File: config.mk
export PLATFORM = sky130hd
export DESIGN_NAME = fir_decimator
export DESIGN_NICKNAME = d
export VERILOG_FILES = /design/src/rtl/fir_decimator.sv
export SDC_FILE = /design/constraint.sdc
export NUM_CORES = 1
export LEC_CHECK = 0
export ABC_AREA = 1
export BUFFER_PORTS_ARGS = -buffer_cell sky130_fd_sc_hd__buf_2
export CAP_MARGIN = 20
export CORE_UTILIZATION = 65
export DETAILED_ROUTE_END_ITERATION = 10
export PLACE_DENSITY = 0.84
export SYNTH_ARGS = -nofsm -noshare
export SYNTH_HDL_FRONTEND = slang
export SYNTH_SLANG_ARGS = --single-unit
File: constraint.sdc
create_clock -name clk -period 9.7 [get_ports clk]
set_clock_uncertainty 0.2 [all_clocks]
set_input_delay 0 -clock clk [delete_from_list [all_inputs] [get_ports clk]]
set_output_delay 0 -clock clk [all_outputs]
set_load 0.01 [all_outputs]
File: src/rtl/fir_decimator.sv
// fir_decimator: keeps one sample in every DECIM from the FIR output stream and
// buffers the kept samples in a first-word-fall-through FIFO. The FIFO drives a
// valid/ready output and reports its fill level and a sticky overflow flag.
// Define FIR_DECIM_AVG_EN to push the boxcar average of each DECIM-sample group
// instead of the last sample of the group.
module fir_decimator #(
    parameter int unsigned WD    = 24,
    parameter int unsigned DECIM = 4,
    parameter int unsigned DEPTH = 8
) (
    input  logic                         clk,
    input  logic                         rst,
    input  logic [WD-1:0]                din,
    input  logic                         din_valid,
    output logic [WD-1:0]                dout,
    output logic                         dout_valid,
    input  logic                         dout_ready,
    output logic [$clog2(DEPTH+1)-1:0]   level,
    output logic                         overflow
);

    localparam int unsigned PW   = $clog2(DECIM);
    localparam int unsigned PTRW = $clog2(DEPTH);
    localparam int unsigned LW   = $clog2(DEPTH + 1);

    logic [PW-1:0]   phase_q, phase_d;
    logic [PTRW-1:0] wr_ptr_q, wr_ptr_d;
    logic [PTRW-1:0] rd_ptr_q, rd_ptr_d;
    logic [LW-1:0]   level_q, level_d;
    logic            valid_q, valid_d;
    logic [WD-1:0]   dout_q, dout_d;
    logic            ovf_q, ovf_d;
    logic [WD-1:0]   mem_q [DEPTH];

    logic            push_req_c;
    logic            pop_c;
    logic            full_c;
    logic            push_c;
    logic [WD-1:0]   push_data_c;

    // Last valid sample of a phase cycle requests a push; a pop frees a slot
    // in the same cycle, so a full FIFO still accepts a push while popping.
    assign push_req_c = din_valid && (phase_q == PW'(DECIM - 1));
    assign pop_c      = valid_q && dout_ready;
    assign full_c     = (level_q == LW'(DEPTH));
    assign push_c     = push_req_c && (!full_c || pop_c);

`ifdef FIR_DECIM_AVG_EN
    localparam int unsigned AW = WD + PW;

    logic signed [AW-1:0] acc_q, acc_d;
    logic signed [AW-1:0] din_ext_c;
    logic signed [AW-1:0] sum_c;

    // Boxcar sum of the group; the floor-divided total is the pushed sample.
    always_comb begin
        din_ext_c   = {{PW{din[WD-1]}}, din};
        sum_c       = acc_q + din_ext_c;
        push_data_c = WD'(sum_c >>> PW);
        acc_d       = acc_q;
        if (din_valid) begin
            acc_d = push_req_c ? '0 : sum_c;
        end
    end

    // Accumulator register.
    always_ff @(posedge clk) begin
        if (rst) begin
            acc_q <= '0;
        end else begin
            acc_q <= acc_d;
        end
    end
`else
    assign push_data_c = din;
`endif

    // Next-state for phase counter, FIFO pointers, level, head register and flags.
    always_comb begin
        phase_d  = phase_q;
        wr_ptr_d = wr_ptr_q;
        rd_ptr_d = rd_ptr_q;
        level_d  = level_q;
        dout_d   = dout_q;
        ovf_d    = ovf_q;

        if (din_valid) begin
            phase_d = phase_q + PW'(1);
        end
        if (push_req_c && full_c && !pop_c) begin
            ovf_d = 1'b1;
        end
        if (push_c) begin
            wr_ptr_d = wr_ptr_q + PTRW'(1);
        end
        if (pop_c) begin
            rd_ptr_d = rd_ptr_q + PTRW'(1);
        end

        case ({push_c, pop_c})
            2'b10:   level_d = level_q + LW'(1);
            2'b01:   level_d = level_q - LW'(1);
            default: level_d = level_q;
        endcase

        valid_d = (level_d != '0);

        // The pushed sample becomes the head when nothing else remains;
        // otherwise a pop exposes the next stored entry.
        if (push_c && (level_q == LW'(pop_c))) begin
            dout_d = push_data_c;
        end else if (pop_c && (level_q != LW'(1))) begin
            dout_d = mem_q[rd_ptr_d];
        end
    end

    // Control and output registers.
    always_ff @(posedge clk) begin
        if (rst) begin
            phase_q  <= '0;
            wr_ptr_q <= '0;
            rd_ptr_q <= '0;
            level_q  <= '0;
            valid_q  <= 1'b0;
            dout_q   <= '0;
            ovf_q    <= 1'b0;
        end else begin
            phase_q  <= phase_d;
            wr_ptr_q <= wr_ptr_d;
            rd_ptr_q <= rd_ptr_d;
            level_q  <= level_d;
            valid_q  <= valid_d;
            dout_q   <= dout_d;
            ovf_q    <= ovf_d;
        end
    end

    // Sample storage; contents are meaningless until written.
    always_ff @(posedge clk) begin
        if (!rst && push_c) begin
            mem_q[wr_ptr_q] <= push_data_c;
        end
    end

    assign dout       = dout_q;
    assign dout_valid = valid_q;
    assign level      = level_q;
    assign overflow   = ovf_q;

endmodule

==> results of run 1 <==
==> worst min-delay path, cell delays in order <==
cell and delay, ps:
dlygate4sd3_1 520, buf_2 150, a21oi_1 80
==> cells by family after synthesis <==
group,after synthesis,synth area share (%)
compound gates,56,3.27
buf+inv,236,9.59
xor+xnor,2,0.173
fa+ha+maj,8,0.987
simple gates,498,21.6
flops,230,64.4
==> layer usage <==
| metal | up-vias | routed length (um) | share of wire (%) |
|---|---|---|---|
| li1 | 3503 | - | - |
| met1 | 3441 | 9040 | 39 |
| met2 | 426 | 11600 | 50 |
| met3 | 58 | 2130 | 9.1 |
| met4 | 0 | 570 | 2.4 |
| met5 | - | 0 | 0 |
==> power groups by stage <==
stage	clock network, mW	logic, mW	registers, mW
final	0.894	0.159	1.08
after global routing	0.932	0.175	1.08
after CTS	0.895	0.155	1.08
after floorplan	0	0.0962	1.11
after global placement	0	0.141	1.10
after detailed placement	0	0.145	1.10
==> registers in the layout (all words and copies together), names as in the netlist <==
name and count:
level 4, dout 24, dout_valid 1, wr_ptr_q 3
overflow 1, phase_q 2, rd_ptr_q 3, mem_q 192
==> cell type report <==
class	instances	share of cell area (%)
well taps	188	2.03
repair buffers	97	5.80
clock inverters	5	0.431
inverters	192	6.23
flip-flops and latches	230	56.2
multi-input cells	564	23.1
clock buffers	38	6.25
==> timing repair <==
item | in CTS | in global routing
gates resized for setup | 0 | 0
hold buffers | 27 | 0
hold endpoints to repair | 228 | 0
==> cell usage in the layout (no fill, tap or decap), types with 2 or more instances in the layout <==
cell type,n
nand2_1,263
edfxtp_1,192
inv_1,188
nand3_1,181
buf_2,57
dfxtp_1,38
nor2_1,32
a21oi_1,31
dlygate4sd3_1,27
clkbuf_16,26
buf_4,12
o211ai_1,11
o21ai_0,9
clkbuf_1,9
ha_1,8
nor2_2,5
nand2_2,5
nor3_2,4
clkinv_2,4
nand2_4,3
clkbuf_8,3
o21ai_4,2
inv_2,2
nor2_8,2
==> how the worst min path moves through the flow <==
stage	from	to
floorplan	din_valid	phase_q[1]
global placement	din_valid	phase_q[1]
detailed placement	din_valid	phase_q[1]
CTS	din_valid	phase_q[1]
global route	din[18]	mem_q[7][18]
finish	din_valid	phase_q[1]
==> metrics.txt, run 1 <==
highest cell delay on the worst timing path=roughly 650 ps; net count after synthesis=1,066; non-filler instance count after layout=1,314; largest vdd supply drop=164 uV; routed wire length=23.3 mm; Final Slew Violations=0; static power due to leakage=between 5 and 6 nW; Post-synth EDFFs=192; vias in the first global route=roughly 7,100; yosys synthesis warning count=0; postcts setup bufs=0; Tightest Hold Check Type=primary input to flop; final-report hold violation count=0; ranking of synthesized cells by instance count=nand2_1 (264), edfxtp_1 (192), inv_1 (188); combined area of all synthesized cells=10,100 um2; total clock buffers created by CTS=24; clock tree from TritonCTS=done; cell with the most instances after synthesis=nand2_1; status=completed; register-to-register setup slack=6680 ps; met2 Track Usage GR=51.6%; finished layout cell area=11,600 um2; number of nets in the layout=1,145; fraction of the yosys area taken by sequential cells=approximately 64%; Post-Place Setup Slack=around 6700 ps; number of top-level design ports=between 50 and 60; post-detail-place hpwl=12.6 mm; worst-path cell with the longest stage delay=nor3_2; largest area contributor in the netlist=edfxtp_1; count of clock tree sinks=230; Register-to-Register Path Depth=8; Root Buffer=clkbuf_16; fraction of final layout cells with drive strength greater than 1=between 10% and 20%; clock latency on the worst-skew pair=500 ps; post-synthesis instance total=1,030; total stage count of the critical path=8; critical path endpoint category=flop; total core area=~15,000 um2; level count of the clock H-tree=1; proportion of synthesized flip-flops having asynchronous set or reset=0%; Sum Neg Setup Slack=0 ps; power density over the cells=~180 nW/um2; sequential fraction of design power=50.7%; global-route wire length before repair=around 36 mm; Final Critical Period=roughly 3000 ps; maximum number of pins on one net before global-route repair=108; number of search-and-repair iterations in the first detailed-routing pass=5; most used cell, CP=inv_1; final worst path period share=31.1%; Critical R2R Capture=mem_q[4][6]; final critical-path setup slack=6680 ps; total of buffers placed on input and output ports=between 50 and 60; combinational group share of total power=7.4%; number of synthesized register bits=230; grt met1 use=38.0%; DRC errors left=0; share of the synthesized area in the top cell type=56.9%; portion of total power attributed to the clock network=41.8%; transition at the pin with the smallest max-transition slack=899 ps; vias post-DR=approximately 7,400; cell family contributing the most delay on the critical path=simple AND/OR/NAND/NOR gates; RSZ-0062 raised after global routing=no; number of cells after detailed placement=1,243; Remaining Overflow, GRT=0; mean post-synth cell area=9.84 um2; startpoint types=flop; Row Count=45; max-cap check violation count=0; worst setup path class=flop to flop; met3 layer usage reported by global route=3.96%; core occupancy in the finished layout=76.4%; aggregate global-route resource usage=29.6%; cell count of the worst hold path=3; total inserted antenna cells=0; Final Setup Violations=0; R2R Path Start=level[0]; register clock-pin slew on the reported worst setup and hold paths=~50 ps; reported net switching power=0.470 mW; area of the die=16,100 um2; largest buffer count on any clock path=3; top fanout value on the critical path=15; number of different library cells in the post-synthesis netlist=32; global route hottest layer=met2; Die X=approximately 130 um; WL per Instance=17.7 um; post-route worst hold slack=95.8 ps; achievable frequency=332 MHz; Primary FF master, synth=edfxtp_1; internal power=1.67 mW; CP startpoint=level[0]; starting DRC count in detailed routing=about 670; arrival time at the worst endpoint=2990 ps; initial core utilization=66.7%; number of buffers and inverters on the critical path=3; worst slew margin relative to its limit=about two fifths; required time worst endpoint=9680 ps; fill cell count=951; Tot Pwr=2.14 mW; last element of the critical path=mem_q[4][6]; initial antenna violation count=0; area after detailed placement=10,500 um2; FF+latch area=6530 um2; most area-consuming cells after synthesis=edfxtp_1 (57%), nand2_1 (9.8%), nand3_1 (8.9%); number of nets with antenna violations after routing=0; fraction of power spent switching nets=22.0%; worst path cell trace=inv_1 > ha_1 > nand3_1 > o21ai_4 > nor2_1 > inv_1 > nor3_2 > buf_4; number of vias per cell after detailed routing=5.65; die height=127 um; routability cong.=around 0.84; growth of design area from synthesis to finish=14.5%; area occupied by multi-input gates=2680 um2
No activity file was read; power rests on OpenSTA's default activity.
==> run 2: changes to the inputs <==
- CORE_UTILIZATION: 65 -> 55
- PLACE_DENSITY: 0.84 -> 0.76
- clock period: 9.7 -> 2.45 ns (I/O delays scaled with it)
==> run 2 against run 1 <==
Against the previous run:
- worst hold slack lost 28 ps
- combinational power rose to 4.2 times the previous value
- non-clock buffer count rose by 20
- critical endpoint is now dout_valid
- via count is 0.27% lower
- largest cell class unchanged
- largest power group unchanged
- cell count rose by 4.7%
- cell area up 3.5%
==> metrics.txt, run 2 (synthesized netlist as in run 1, its figures left out) <==
number of cells after detailed placement=1,305; required time worst endpoint=around 2700 ps; area of the die=~19,000 um2; vias post-DR=7,408; WL per Instance=17.2 um; FF+latch area=6530 um2; routed wire length=23.6 mm; Final Critical Period=2300 ps; highest cell delay on the worst timing path=~350 ps; die height=approximately 140 um; Post-Place Setup Slack=157 ps; number of search-and-repair iterations in the first detailed-routing pass=5; Critical R2R Capture=dout_valid; total stage count of the critical path=11; final-report hold violation count=0; last element of the critical path=dout_valid; number of top-level design ports=58; worst setup path class=flop to flop; CP startpoint=level[1]; global-route wire length before repair=37.6 mm; final critical-path setup slack=~150 ps; initial core utilization=56.2%; worst-path cell with the longest stage delay=dfxtp_2; total of buffers placed on input and output ports=57; cell count of the worst hold path=3; fill cell count=1,367; Final Setup Violations=0; non-filler instance count after layout=1,376; Root Buffer=clkbuf_16; most flop-heavy register=mem_q; initial antenna violation count=0; maximum number of pins on one net before global-route repair=55; max-cap check violation count=0; starting DRC count in detailed routing=between 500 and 600; Die X=138 um; post-detail-place hpwl=13.5 mm; total inserted antenna cells=0; largest buffer count on any clock path=3; transition at the pin with the smallest max-transition slack=a little over 500 ps; cell family contributing the most delay on the critical path=adder cells; total clock buffers created by CTS=24; register-to-register setup slack=150 ps; Remaining Overflow, GRT=0; level count of the clock H-tree=1; final worst path period share=94.0%; status=completed; count of clock tree sinks=between 200 and 250; clock latency on the worst-skew pair=510 ps; number of vias per cell after detailed routing=5.38; area occupied by multi-input gates=~2700 um2; critical path endpoint category=flop; postcts setup bufs=0; static power due to leakage=5.16 nW; post-route worst hold slack=a little under 70 ps; Tot Pwr=8.68 mW; max FFs per register=192; Register-to-Register Path Depth=11; DRC errors left=0; routability cong.=0.873; total core area=18,000 um2; most common cell after layout, fill and taps aside=nand2_1; worst path cell trace=inv_1 > ha_1 > nand3_2 > o21ai_4 > ha_1 > inv_1 > o221ai_1 > a21oi_2 > nand3_1 > nand2_1 > nand2_1; Row Count=49; number of nets with antenna violations after routing=0; commonest non-fill, non-tap cells in the layout=nand2_1 (263), edfxtp_1 (192), inv_1 (186), nand3_1 (180), buf_2 (57); largest vdd supply drop=530 uV; core occupancy in the finished layout=66.7%; arrival time at the worst endpoint=2500 ps; growth of design area from synthesis to finish=18.6%; fraction of final layout cells with drive strength greater than 1=about 14%; power density over the cells=722 nW/um2; Tightest Hold Check Type=primary input to flop; number of buffers and inverters on the critical path=2; vias in the first global route=7,434; aggregate global-route resource usage=26.2%; Final Slew Violations=0; R2R Path Start=level[1]; number of nets in the layout=approximately 1,200; clock tree from TritonCTS=done; worst slew margin relative to its limit=66.3%; register clock-pin slew on the reported worst setup and hold paths=roughly 60 ps; top fanout value on the critical path=6; achievable frequency=between 400 and 500 MHz; startpoint types=flop
## run 2: how the worst min path moves through the flow
| stage | end | slack [ps] | startpoint |
|---|---|---|---|
| finish | phase_q[1] | 70 | din_valid |
| global route | phase_q[1] | 90 | din_valid |
| CTS | phase_q[1] | 60 | din_valid |
| detailed placement | phase_q[1] | 50 | din_valid |
| global placement | phase_q[1] | 40 | din_valid |
| floorplan | phase_q[1] | -110 | din_valid |
## run 2: what timing repair did
action	in CTS	in global routing
resized for setup	0	3
hold endpoints to repair	228	0
endpoints found under the setup margin	0	1
hold buffers	27	0
## run 2: worst min-delay path, cell delays in order
cell and delay [ps]:
dlygate4sd3_1 520, buf_2 130, a21oi_1 70
## run 2: area by class of cell
cell class / instances / area share [%]
multi-input combinational: 564 / 22.6
sequential: 230 / 54.3
clock buffer: 33 / 5.79
tap: 229 / 2.38
timing repair buffer: 117 / 7.83
inverter: 192 / 6.02
clock inverter: 11 / 1.03
## run 2: through the flow
stage          area [um2]  TNS, ps
4_1_cts             12000        0
3_5_place_dp        10900        0
3_3_place_gp        10900        0
5_1_grt             12000    -8.59
6_report            12000        0
2_1_floorplan       10200    -1720
## run 2: per-layer routing
layer	global-route usage, %	share of wire, %	vias up
li1	-	-	3546
met1	32.3	39	3502
met2	46.5	50	293
met3	3.97	7.3	67
met4	9.72	2.9	0
met5	0	0	-
## run 2: where the power goes
| group | total (mW) | switching [mW] | internal [mW] |
|---|---|---|---|
| combinational | 0.662 | 0.428 | 0.233 |
| clock | 3.73 | 1.44 | 2.29 |
| sequential | 4.29 | 0.0248 | 4.26 |
